`src/rtl/fifo_ms_pkg.sv`:
```
// Shared types and elaboration helpers for the multi-stream FIFO and its arbiter.
package fifo_ms_pkg;

   typedef enum logic {
      ARB_FIXED = 1'b0,
      ARB_RR    = 1'b1
   } arb_mode_e;

   // Width helper that never returns zero, so single-entry dimensions still get one bit.
   function automatic int clog2_min1(input int n);
      return (n <= 32'sd1) ? 32'sd1 : $clog2(n);
   endfunction

   function automatic int wrap_inc(input int ptr, input int depth);
      return (ptr >= depth - 32'sd1) ? 32'sd0 : ptr + 32'sd1;
   endfunction

endpackage

```
`src/rtl/ms_arbiter.sv`:
```
// One-of-FLUX grant selector: fixed priority (highest index) or round robin with a registered pointer.
module ms_arbiter
   import fifo_ms_pkg::*;
#(
   parameter int FLUX     = 2,
   parameter int ARB_MODE = 0,
   parameter int IW       = clog2_min1(FLUX)
) (
   input  logic            ck,
   input  logic            rst,
   input  logic [FLUX-1:0] req,
   output logic [FLUX-1:0] gnt,
   output logic [IW-1:0]   gnt_idx,
   output logic            gnt_any
);

   logic [IW-1:0] rr_ptr_r;
   logic [IW-1:0] fix_idx_s;
   logic [IW-1:0] low_idx_s;
   logic [IW-1:0] hi_idx_s;
   logic          hi_any_s;

   // Candidate search: highest requester for fixed mode; for round robin the lowest requester at or above the pointer, else the lowest overall
   always_comb begin
      fix_idx_s = '0;
      low_idx_s = '0;
      hi_idx_s  = '0;
      hi_any_s  = 1'b0;
      for (int j = 0; j < FLUX; j++) begin
         fix_idx_s = req[j] ? IW'(j) : fix_idx_s;
      end
      for (int j = FLUX - 1; j >= 0; j--) begin
         low_idx_s = req[j] ? IW'(j) : low_idx_s;
         hi_idx_s  = (req[j] && (j >= int'(rr_ptr_r))) ? IW'(j) : hi_idx_s;
         hi_any_s  = hi_any_s | (req[j] && (j >= int'(rr_ptr_r)));
      end
   end

   assign gnt_any = |req;
   assign gnt_idx = (ARB_MODE == int'(ARB_RR)) ? (hi_any_s ? hi_idx_s : low_idx_s) : fix_idx_s;
   assign gnt     = gnt_any ? (FLUX'(1'b1) << gnt_idx) : '0;

   // Round-robin pointer moves just past each granted stream and holds when idle
   always_ff @(posedge ck or negedge rst) begin
      if (!rst) begin
         rr_ptr_r <= '0;
      end else if (gnt_any) begin
         rr_ptr_r <= IW'(wrap_inc(int'(gnt_idx), FLUX));
      end else begin
         rr_ptr_r <= rr_ptr_r;
      end
   end

endmodule

```
`src/rtl/fifo_ms_arb.sv`:
```
// Multi-stream FIFO: tagged writes fan into FLUX circular queues; one arbitrated pop per cycle
// drives a registered output with valid and tag.
module fifo_ms_arb
   import fifo_ms_pkg::*;
#(
   parameter int WIDTH     = 8,
   parameter int DEPTH     = 4,
   parameter int FLUX      = 2,
   parameter int TAG_WIDTH = $clog2(FLUX),
   parameter int ARB_MODE  = 0,
   parameter int AF_THRESH = DEPTH - 1,
   parameter int CNT_WIDTH = 16
) (
   input  logic                              ck,
   input  logic                              rst,
   input  logic                              wr,
   input  logic [WIDTH-1:0]                  datain,
   input  logic [FLUX-1:0]                   rd,
   output logic [FLUX-1:0]                   full,
   output logic [FLUX-1:0]                   empty,
   output logic [FLUX-1:0]                   almost_full,
   output logic [FLUX*$clog2(DEPTH+1)-1:0]   level,
   output logic [WIDTH-1:0]                  dataout,
   output logic                              dout_valid,
   output logic [TAG_WIDTH-1:0]              dout_tag,
   output logic [CNT_WIDTH-1:0]              drop_cnt
);

   localparam int PW = clog2_min1(DEPTH);
   localparam int LW = $clog2(DEPTH + 1);

   logic [TAG_WIDTH-1:0] tag_s;
   logic                 tag_ok_s;
   logic                 acc_s;
   logic                 drop_s;
   logic [FLUX-1:0]      full_s;
   logic [FLUX-1:0]      empty_s;
   logic [FLUX-1:0]      elig_s;
   logic [FLUX-1:0]      gnt_s;
   logic [TAG_WIDTH-1:0] gnt_idx_s;
   logic                 gnt_any_s;
   logic [WIDTH-1:0]     head_s [FLUX];

   assign tag_s    = datain[WIDTH-1 -: TAG_WIDTH];
   assign tag_ok_s = (int'(tag_s) < FLUX);
   // A full stream rejects even when it pops in the same cycle; there is no write-through.
   assign acc_s    = wr && tag_ok_s && !full_s[tag_s];
   assign drop_s   = wr && !acc_s;
   assign elig_s   = rd & ~empty_s;

   assign full  = full_s;
   assign empty = empty_s;

   ms_arbiter #(
      .FLUX     (FLUX),
      .ARB_MODE (ARB_MODE),
      .IW       (TAG_WIDTH)
   ) u_arb (
      .ck      (ck),
      .rst     (rst),
      .req     (elig_s),
      .gnt     (gnt_s),
      .gnt_idx (gnt_idx_s),
      .gnt_any (gnt_any_s)
   );

   for (genvar i = 0; i < FLUX; i++) begin : g_q
      logic [WIDTH-1:0] mem_r [DEPTH];
      logic [PW-1:0]    wp_r;
      logic [PW-1:0]    rp_r;
      logic [LW-1:0]    lvl_r;
      logic             wr_s;
      logic             pop_s;

      assign wr_s  = acc_s && (tag_s == TAG_WIDTH'(i));
      assign pop_s = gnt_s[i];

      assign full_s[i]            = (lvl_r == LW'(DEPTH));
      assign empty_s[i]           = (lvl_r == '0);
      assign almost_full[i]       = (lvl_r >= LW'(AF_THRESH));
      assign level[i*LW +: LW]    = lvl_r;
      assign head_s[i]            = mem_r[rp_r];

      // Storage is deliberately left out of reset
      always_ff @(posedge ck) begin
         if (wr_s) begin
            mem_r[wp_r] <= datain;
         end
      end

      // Pointers wrap at DEPTH-1; level nets accepted write against pop
      always_ff @(posedge ck or negedge rst) begin
         if (!rst) begin
            wp_r  <= '0;
            rp_r  <= '0;
            lvl_r <= '0;
         end else begin
            wp_r  <= wr_s  ? PW'(wrap_inc(int'(wp_r), DEPTH)) : wp_r;
            rp_r  <= pop_s ? PW'(wrap_inc(int'(rp_r), DEPTH)) : rp_r;
            lvl_r <= lvl_r + LW'(wr_s) - LW'(pop_s);
         end
      end
   end

   // Output register: captures the granted head word; data and tag hold when idle
   always_ff @(posedge ck or negedge rst) begin
      if (!rst) begin
         dataout    <= '0;
         dout_tag   <= '0;
         dout_valid <= 1'b0;
      end else if (gnt_any_s) begin
         dataout    <= head_s[gnt_idx_s];
         dout_tag   <= gnt_idx_s;
         dout_valid <= 1'b1;
      end else begin
         dout_valid <= 1'b0;
      end
   end

   // Saturating count of rejected writes
   always_ff @(posedge ck or negedge rst) begin
      if (!rst) begin
         drop_cnt <= '0;
      end else if (drop_s && (drop_cnt != '1)) begin
         drop_cnt <= drop_cnt + CNT_WIDTH'(1'b1);
      end else begin
         drop_cnt <= drop_cnt;
      end
   end

endmodule

```
`config.mk`:
```
export PLATFORM = sky130hd
export DESIGN_NAME = fifo_ms_arb
export DESIGN_NICKNAME = d
export VERILOG_FILES = /design/src/rtl/fifo_ms_pkg.sv /design/src/rtl/ms_arbiter.sv /design/src/rtl/fifo_ms_arb.sv
export SDC_FILE = /design/constraint.sdc
export NUM_CORES = 1
export LEC_CHECK = 0
export CELL_PAD_IN_SITES_DETAIL_PLACEMENT = 1
export CELL_PAD_IN_SITES_GLOBAL_PLACEMENT = 2
export CORE_ASPECT_RATIO = 1.5
export CORE_MARGIN = 3
export CORE_UTILIZATION = 30
export CTS_BUF_LIST = sky130_fd_sc_hd__clkbuf_8
export DETAILED_ROUTE_END_ITERATION = 8
export GPL_ROUTABILITY_DRIVEN = 1
export GPL_TIMING_DRIVEN = 0
export HOLD_SLACK_MARGIN = 0.08
export PLACE_DENSITY_LB_ADDON = 0.05
export SYNTH_ARGS = -nofsm -noshare
export SYNTH_HDL_FRONTEND = slang
export SYNTH_HIERARCHICAL = 1
export SYNTH_SLANG_ARGS = --single-unit
```
`constraint.sdc`:
```
create_clock -name ck -period 2.2 [get_ports ck]
set_clock_uncertainty 0.05 [all_clocks]
set_input_delay 0.44 -clock ck [delete_from_list [all_inputs] [get_ports ck]]
set_output_delay 0.44 -clock ck [all_outputs]
set_load 0.03 [all_outputs]
```
==> results of run 1 <==
==> placed cells by master, fill, tap and decap left out, types with 3 or more instances in the layout <==
| cell | count |
|---|---|
| edfxtp_1 | 64 |
| clkbuf_2 | 4 |
| a21oi_1 | 8 |
| clkbuf_8 | 9 |
| dlygate4sd2_1 | 5 |
| xor2_1 | 17 |
| nand3_1 | 7 |
| dfrtp_2 | 6 |
| mux4_2 | 16 |
| and2_1 | 9 |
| mux2_2 | 10 |
| inv_1 | 14 |
| ha_2 | 3 |
| clkdlybuf4s50_1 | 41 |
| nor3_1 | 8 |
| nor4_2 | 4 |
| nand2_1 | 6 |
| nor3_4 | 4 |
| nand4_1 | 5 |
| buf_2 | 5 |
| mux2i_1 | 8 |
| nor2_1 | 14 |
| ha_1 | 14 |
| buf_4 | 6 |
| dfrtp_1 | 34 |
==> sequential cells by signal, indices dropped and copies added, names as in the netlist <==
name / flops
g_q.rp_r: 4
g_q.wp_r: 4
g_q.lvl_r: 6
drop_cnt: 16
dout_tag: 1
dataout: 8
g_q.mem_r: 64
dout_valid: 1
==> metal layers <==
metal | GRT usage | part of all wire | up-vias
li1 | - | - | 1175
met3 | 0.02352 | 0.028 | 6
met5 | 0 | 0 | -
met2 | 0.2545 | 0.55 | 47
met4 | 0.04259 | 0.011 | 0
met1 | 0.1646 | 0.41 | 1341
==> layout make-up <==
class,count,area (um2),share of cell area
inverter,15,56.30,0.01004
tap,196,245.2,0.04375
timing repair buffer,56,534.3,0.09531
clock buffer,9,123.9,0.02210
buffer,10,51.30,0.009152
multi-input combinational,153,1584,0.2826
sequential,104,2930,0.5228
clock inverter,7,80.08,0.01429
==> power by group through the flow <==
| stage | combinational, mW | clock [mW] | sequential (mW) |
|---|---|---|---|
| global placement | 2.64 | 0 | 2.87 |
| finish | 2.62 | 1.25 | 2.82 |
| global route | 2.90 | 1.38 | 2.90 |
| floorplan | 1.39 | 0 | 3.16 |
| CTS | 2.66 | 1.31 | 2.85 |
| detailed placement | 2.67 | 0 | 2.89 |
==> final timing paths <==
path | from | endpoint
min in group ck | datain[7] | g_q[0].mem_r[2][7]$_DFFE_PP_
max in group asynchronous | rst | g_q[0].lvl_r[1]$_DFF_PN0_
max reg2reg | g_q[1].lvl_r[0]$_DFF_PN0_ | g_q[1].lvl_r[1]$_DFF_PN0_
max | drop_cnt[8]$_DFFE_PN0P_ | drop_cnt[8]
min reg2reg | dout_tag$_DFFE_PN0P_ | dout_tag$_DFFE_PN0P_
min | rst | dataout[2]$_DFFE_PN0P_
==> what timing repair did <==
| item | in CTS | in global routing |
|---|---|---|
| hold endpoints to repair | 13 | 0 |
| gates cloned | 0 | 0 |
| pin swaps | 1 | 1 |
| gates resized for setup | 12 | 10 |
| setup endpoints to repair | 58 | 18 |
| hold buffers | 1 | 0 |
| buffers inserted | 1 | 3 |
==> stage by stage <==
step	instance area (um2)	utilization	power, mW	TNS [ns]	cells
global placement	5343	0.3644	5.503	-71.18	529
global route	5605	0.3823	7.177	0	550
floorplan	4597	-	4.544	-0.1656	283
detailed placement	5358	0.3654	5.562	-41.05	530
CTS	5579	0.3805	6.813	0	547
finish	5605	0.3823	6.689	0	550
==> kinds of logic after synthesis <==
group	count (synthesis)
adder cells (fa/ha/maj)	19
XOR/XNOR	17
AO/OA/AOI/OAI	12
buffers and inverters	26
flip-flops	104
multiplexers	34
AND/OR/NAND/NOR	71
==> results.md, run 1 <==
- Status: finished, final reports clean
- Antenna cell count: 0
- Flops & latches, synth: approximately 100
- Layout cells sized above 1: 0.2486
- Final period util: 0.9455
- Cell count after synthesis: 283
- Final Hold Viols: 0
- Syn avg cell area: 15.96 um2
- Crit path capture type: primary output
- H-Tree Depth: 3
- Simple-gate share of the synthesized area: 0.09670
- Yosys cell types: 32
- Ports: roughly 50
- Clock buffer depth: 2
- Clk slew on worst S/H paths: around 0.11 ns
- DRT Pass-1 Iters: 4
- WS Path Type: flop to primary output
- Final min period: 2.080 ns
- Sw Pwr: 2.492 mW
- FP Rows: 54
- Synth Area in Compound Gates: 0.02050
- Die Y: 156.3 um
- Number of flops mapped to enable cells by yosys: 64
- Largest family of logic cells by synthesized area: multiplexers
- Crit path depth: 1
- DP Wirelength: 7.621 mm
- Largest area contributor in the netlist: edfxtp_1
- Slew @ Worst Pin: 0.7287 ns
- Critical path fanouts, max: 7
- Leading post-synthesis cells by cell area: edfxtp_1, dfrtp_1, mux4_2
- Adder-Cell Fraction of Synth Area: 0.05597
- DRC: 0
- Buf/Inv on CP: 1
- Global Route Usage Sum: 0.1386
- Starting Density: 0.3080
- Sequential fraction of the synthesis area: 0.6473
- Gpl congestion: 0.6992
- Routed vias: roughly 2600
- Die width: 106.2 um
- Syn nets: 315
- Yosys warnings: 6
- Yosys top cell area share: 0.4256
- Max-slew headroom: 0.5142
- Sw Share: 0.3725
- Vias in the first global route: 2908
- Antenna Violating Nets Remaining: 0
- Total core area: 14660 um2
- RSZ-0062 raised after global routing: false
- Reg power frac: 0.422
- Worst-case reg-to-reg path depth: 7
- DRT iter0 DRCs: 57
- CP top delay family: buffers and inverters
- Routed length per instance: 19.42 um
- Ys flop type: edfxtp_1
- Top cell types by occurrence after synthesis: edfxtp_1, dfrtp_1, ha_1, xor2_1, mux4_2
- Xor and xnor area share after synthesis: 0.03297
- Final net count: 381
- R2R Setup Slk: 0.12 ns
- CP Launch Type: flop
- Antenna violations before repair: 0
- Final Slew Violations: 0
- Final WL: 10.68 mm
- Leakage power: 2.155 nW
- Total die area: 16590 um2
- Area grow syn2layout: 24.13%
- CTS tree: done
- Max Cap Violations: 0
- CTS Sinks: 104
- HP Class: input port to asynchronous set/reset pin
- Synth async-reset ratio: 0.3846
- Final setup violation count: 0
- IO buf count: 50
- Gr ovfl total: 0
- Peak VDD IR: 0.7012 mV
- WP data required: 1.71 ns
- Vias/cell: 4.671
- Clock share of power: 0.187
- Critical path arrival: around 1.6 ns
- PnR worst setup slack: 0.1200 ns
- Post-synthesis mux area share: 0.1225
- Pre-CTS setup slack: -0.8174 ns
- TritonCTS buffer count: 9
- Crit path cell chain: clkdlybuf4s50_1
- Fill cells: 1520
- Maximum clock frequency: 0.4808 GHz
- Worst path slowest cell: clkdlybuf4s50_1
- First-pass GRT wire length: 17.18 mm
- Most common cell in the netlist: edfxtp_1
- Syn Std Cell Area: between 4000 and 5000 um2
- Worst-Skew Late Latency: between 0.3 and 0.4 ns
- Gate power share: 0.391
- Pwr/cell area: 1193 nW/um2
- Largest net degree at the start of global routing: 28
- Largest stage delay, worst path: 0.72 ns
- P_int: 4.198 mW
- Minimum hold slack: 0.4676 ns
- Root buffer cell: clkbuf_8
Note: power is estimated with default switching activity, not from simulation.
==> run 2: changes to the inputs <==
--- a/config.mk
+++ b/config.mk
@@ -9,7 +9,7 @@
 export CELL_PAD_IN_SITES_GLOBAL_PLACEMENT = 2
 export CORE_ASPECT_RATIO = 1.5
 export CORE_MARGIN = 3
-export CORE_UTILIZATION = 30
+export CORE_UTILIZATION = 38
 export CTS_BUF_LIST = sky130_fd_sc_hd__clkbuf_8
 export DETAILED_ROUTE_END_ITERATION = 8
 export GPL_ROUTABILITY_DRIVEN = 1
==> results.md, run 2 (synthesis results as in run 1) <==
- Layout cells sized above 1: 0.2251
- Root buffer cell: clkbuf_8
- Gr ovfl total: 0
- Peak VDD IR: approximately 0.67 mV
- Largest regs: g_q.mem_r: 64 flops, drop_cnt: 16 flops, dataout: 8 flops
- Largest net degree at the start of global routing: 29
- WS Path Type: flop to primary output
- P_int: ~4.2 mW
- Antenna Violating Nets Remaining: 0
- Largest stage delay, worst path: approximately 0.44 ns
- Dpl cell area: 5300 um2
- Final period util: 0.9509
- H-Tree Depth: 3
- Finished Layout Cells: 501
- Clock buffer depth: 2
- Status: finished, final reports clean
- Vias/cell: 5.050
- Pwr/cell area: between 1000 and 1500 nW/um2
- Reg power frac: 0.430
- Sw Pwr: roughly 2.4 mW
- Final core occ: 0.4753
- Leakage power: 2.137 nW
- Starting Density: 0.3896
- Clock share of power: 0.180
- DRT Pass-1 Iters: 4
- Routed vias: 2530
- Clk slew on worst S/H paths: 0.10 ns
- Antenna violations before repair: 0
- Biggest register: g_q.mem_r
- Final setup violation count: 0
- Antenna cell count: 0
- Worst path slowest cell: dlygate4sd2_1
- Total core area: approximately 12000 um2
- FP Rows: between 40 and 50
- Die width: 95.01 um
- Most common cell after layout, fill and taps aside: edfxtp_1
- Critical path arrival: 1.60 ns
- Post-Layout Inst Area: 5509 um2
- Area grow syn2layout: 22.00%
- Fill cells: around 1100
- Gpl congestion: 0.7159
- Placed cell count: between 400 and 500
- Routed length per instance: 19.62 um
- Final min period: 2.092 ns
- WP data required: 1.71 ns
- Maximum clock frequency: 0.4780 GHz
- Final net count: 378
- Vias in the first global route: 2845
- Max Cap Violations: 0
- Global Route Usage Sum: 0.1670
- Crit path capture type: primary output
- Minimum hold slack: 0.4558 ns
- DP Wirelength: 7.082 mm
- Final Hold Viols: 0
- Sw Share: 0.3652
- RSZ-0062 raised after global routing: false
- CTS Sinks: ~100
- TritonCTS buffer count: 9
- Max-slew headroom: 0.5482
- Max reg flops: 64
- Final WL: roughly 9.8 mm
- Ports: 51
- Worst-Skew Late Latency: 0.37 ns
- DRC: 0
- IO buf count: 50
- Total die area: 13250 um2
- CTS tree: done
- CP Launch Type: flop
- Gate power share: 0.390
- Critical path fanouts, max: 4
- First-pass GRT wire length: 16.11 mm
- Crit path cell chain: inv_1, nor3_4, dlygate4sd2_1
- Final Slew Violations: 0
- HP Class: input port to asynchronous set/reset pin
- DRT iter0 DRCs: 69
- Die Y: 139.5 um
- Most frequent cells in the layout: edfxtp_1, clkdlybuf4s50_1, dfrtp_1
- Final Power: about 6.6 mW
- Slew @ Worst Pin: 0.6777 ns
[run 2: worst max-delay path: cells and delay by family, from the launching register on]
family,cells,cell delay (ns)
buf+inv,2,0.55
simple gates,1,0.27
flops,1,0.43
[run 2: power by group through the flow]
stage	Clock [mW]	Sequential, mW	Combinational (mW)
finish	1.18	2.82	2.56
CTS	1.23	2.84	2.65
detailed placement	0	2.87	2.67
global placement	0	2.86	2.60
global route	1.30	2.89	2.84
floorplan	0	3.16	1.39
[run 2: path summary, 6_finish.rpt]
| check | start | end | slack (ns) | cells past startpoint |
|---|---|---|---|---|
| worst max register to register | g_q[0].lvl_r[2]$_DFF_PN0_ | g_q[0].lvl_r[2]$_DFF_PN0_ | 0.14 | 9 |
| worst max-delay path | g_q[0].lvl_r[2]$_DFF_PN0_ | full[0] | 0.11 | 3 |
| worst min-delay path | rst | dataout[5]$_DFFE_PN0P_ | 0.46 | 2 |
| worst min register to register | drop_cnt[15]$_DFFE_PN0P_ | drop_cnt[15]$_DFFE_PN0P_ | 0.46 | 1 |
| max in group asynchronous | rst | g_q[1].lvl_r[0]$_DFF_PN0_ | 1.14 | 3 |
| min in group ck | drop_cnt[15]$_DFFE_PN0P_ | drop_cnt[15]$_DFFE_PN0P_ | 0.46 | 1 |
[run 2: layout make-up]
type                    instances  area, um2  area share
flip-flops and latches        104       2930      0.5319
multi-input cells             153       1582      0.2871
repair buffers                 53      511.7     0.09289
well taps                     150      187.7     0.03407
clock buffers                  10      137.6     0.02498
inverters                      15      56.30     0.01022
clock inverters                 6      52.55    0.009539
plain buffers                  10      51.30    0.009312
[run 2: layer usage]
layer	up-vias	routed length, um	global-route usage
li1	1170	-	-
met1	1293	3878	0.1921
met5	-	0	0
met2	58	5555	0.3007
met4	0	134	0.05703
met3	9	261	0.03569
[run 2: through the flow]
stage | setup WS [ns] | TNS [ns]
CTS | 0.007274 | 0
global placement | -0.8870 | -62.85
finish | 0.1081 | 0
detailed placement | -0.7675 | -36.77
global route | 0.0008330 | 0
floorplan | -0.04920 | -0.1656
[run 2: what timing repair did]
| action | CTS | global route |
|---|---|---|
| gates cloned | 0 | 0 |
| endpoints found under the hold margin | 12 | 0 |
| gates resized for setup | 12 | 8 |
| hold buffers | 1 | 0 |
| setup endpoints to repair | 45 | 14 |
| buffers inserted | 1 | 0 |
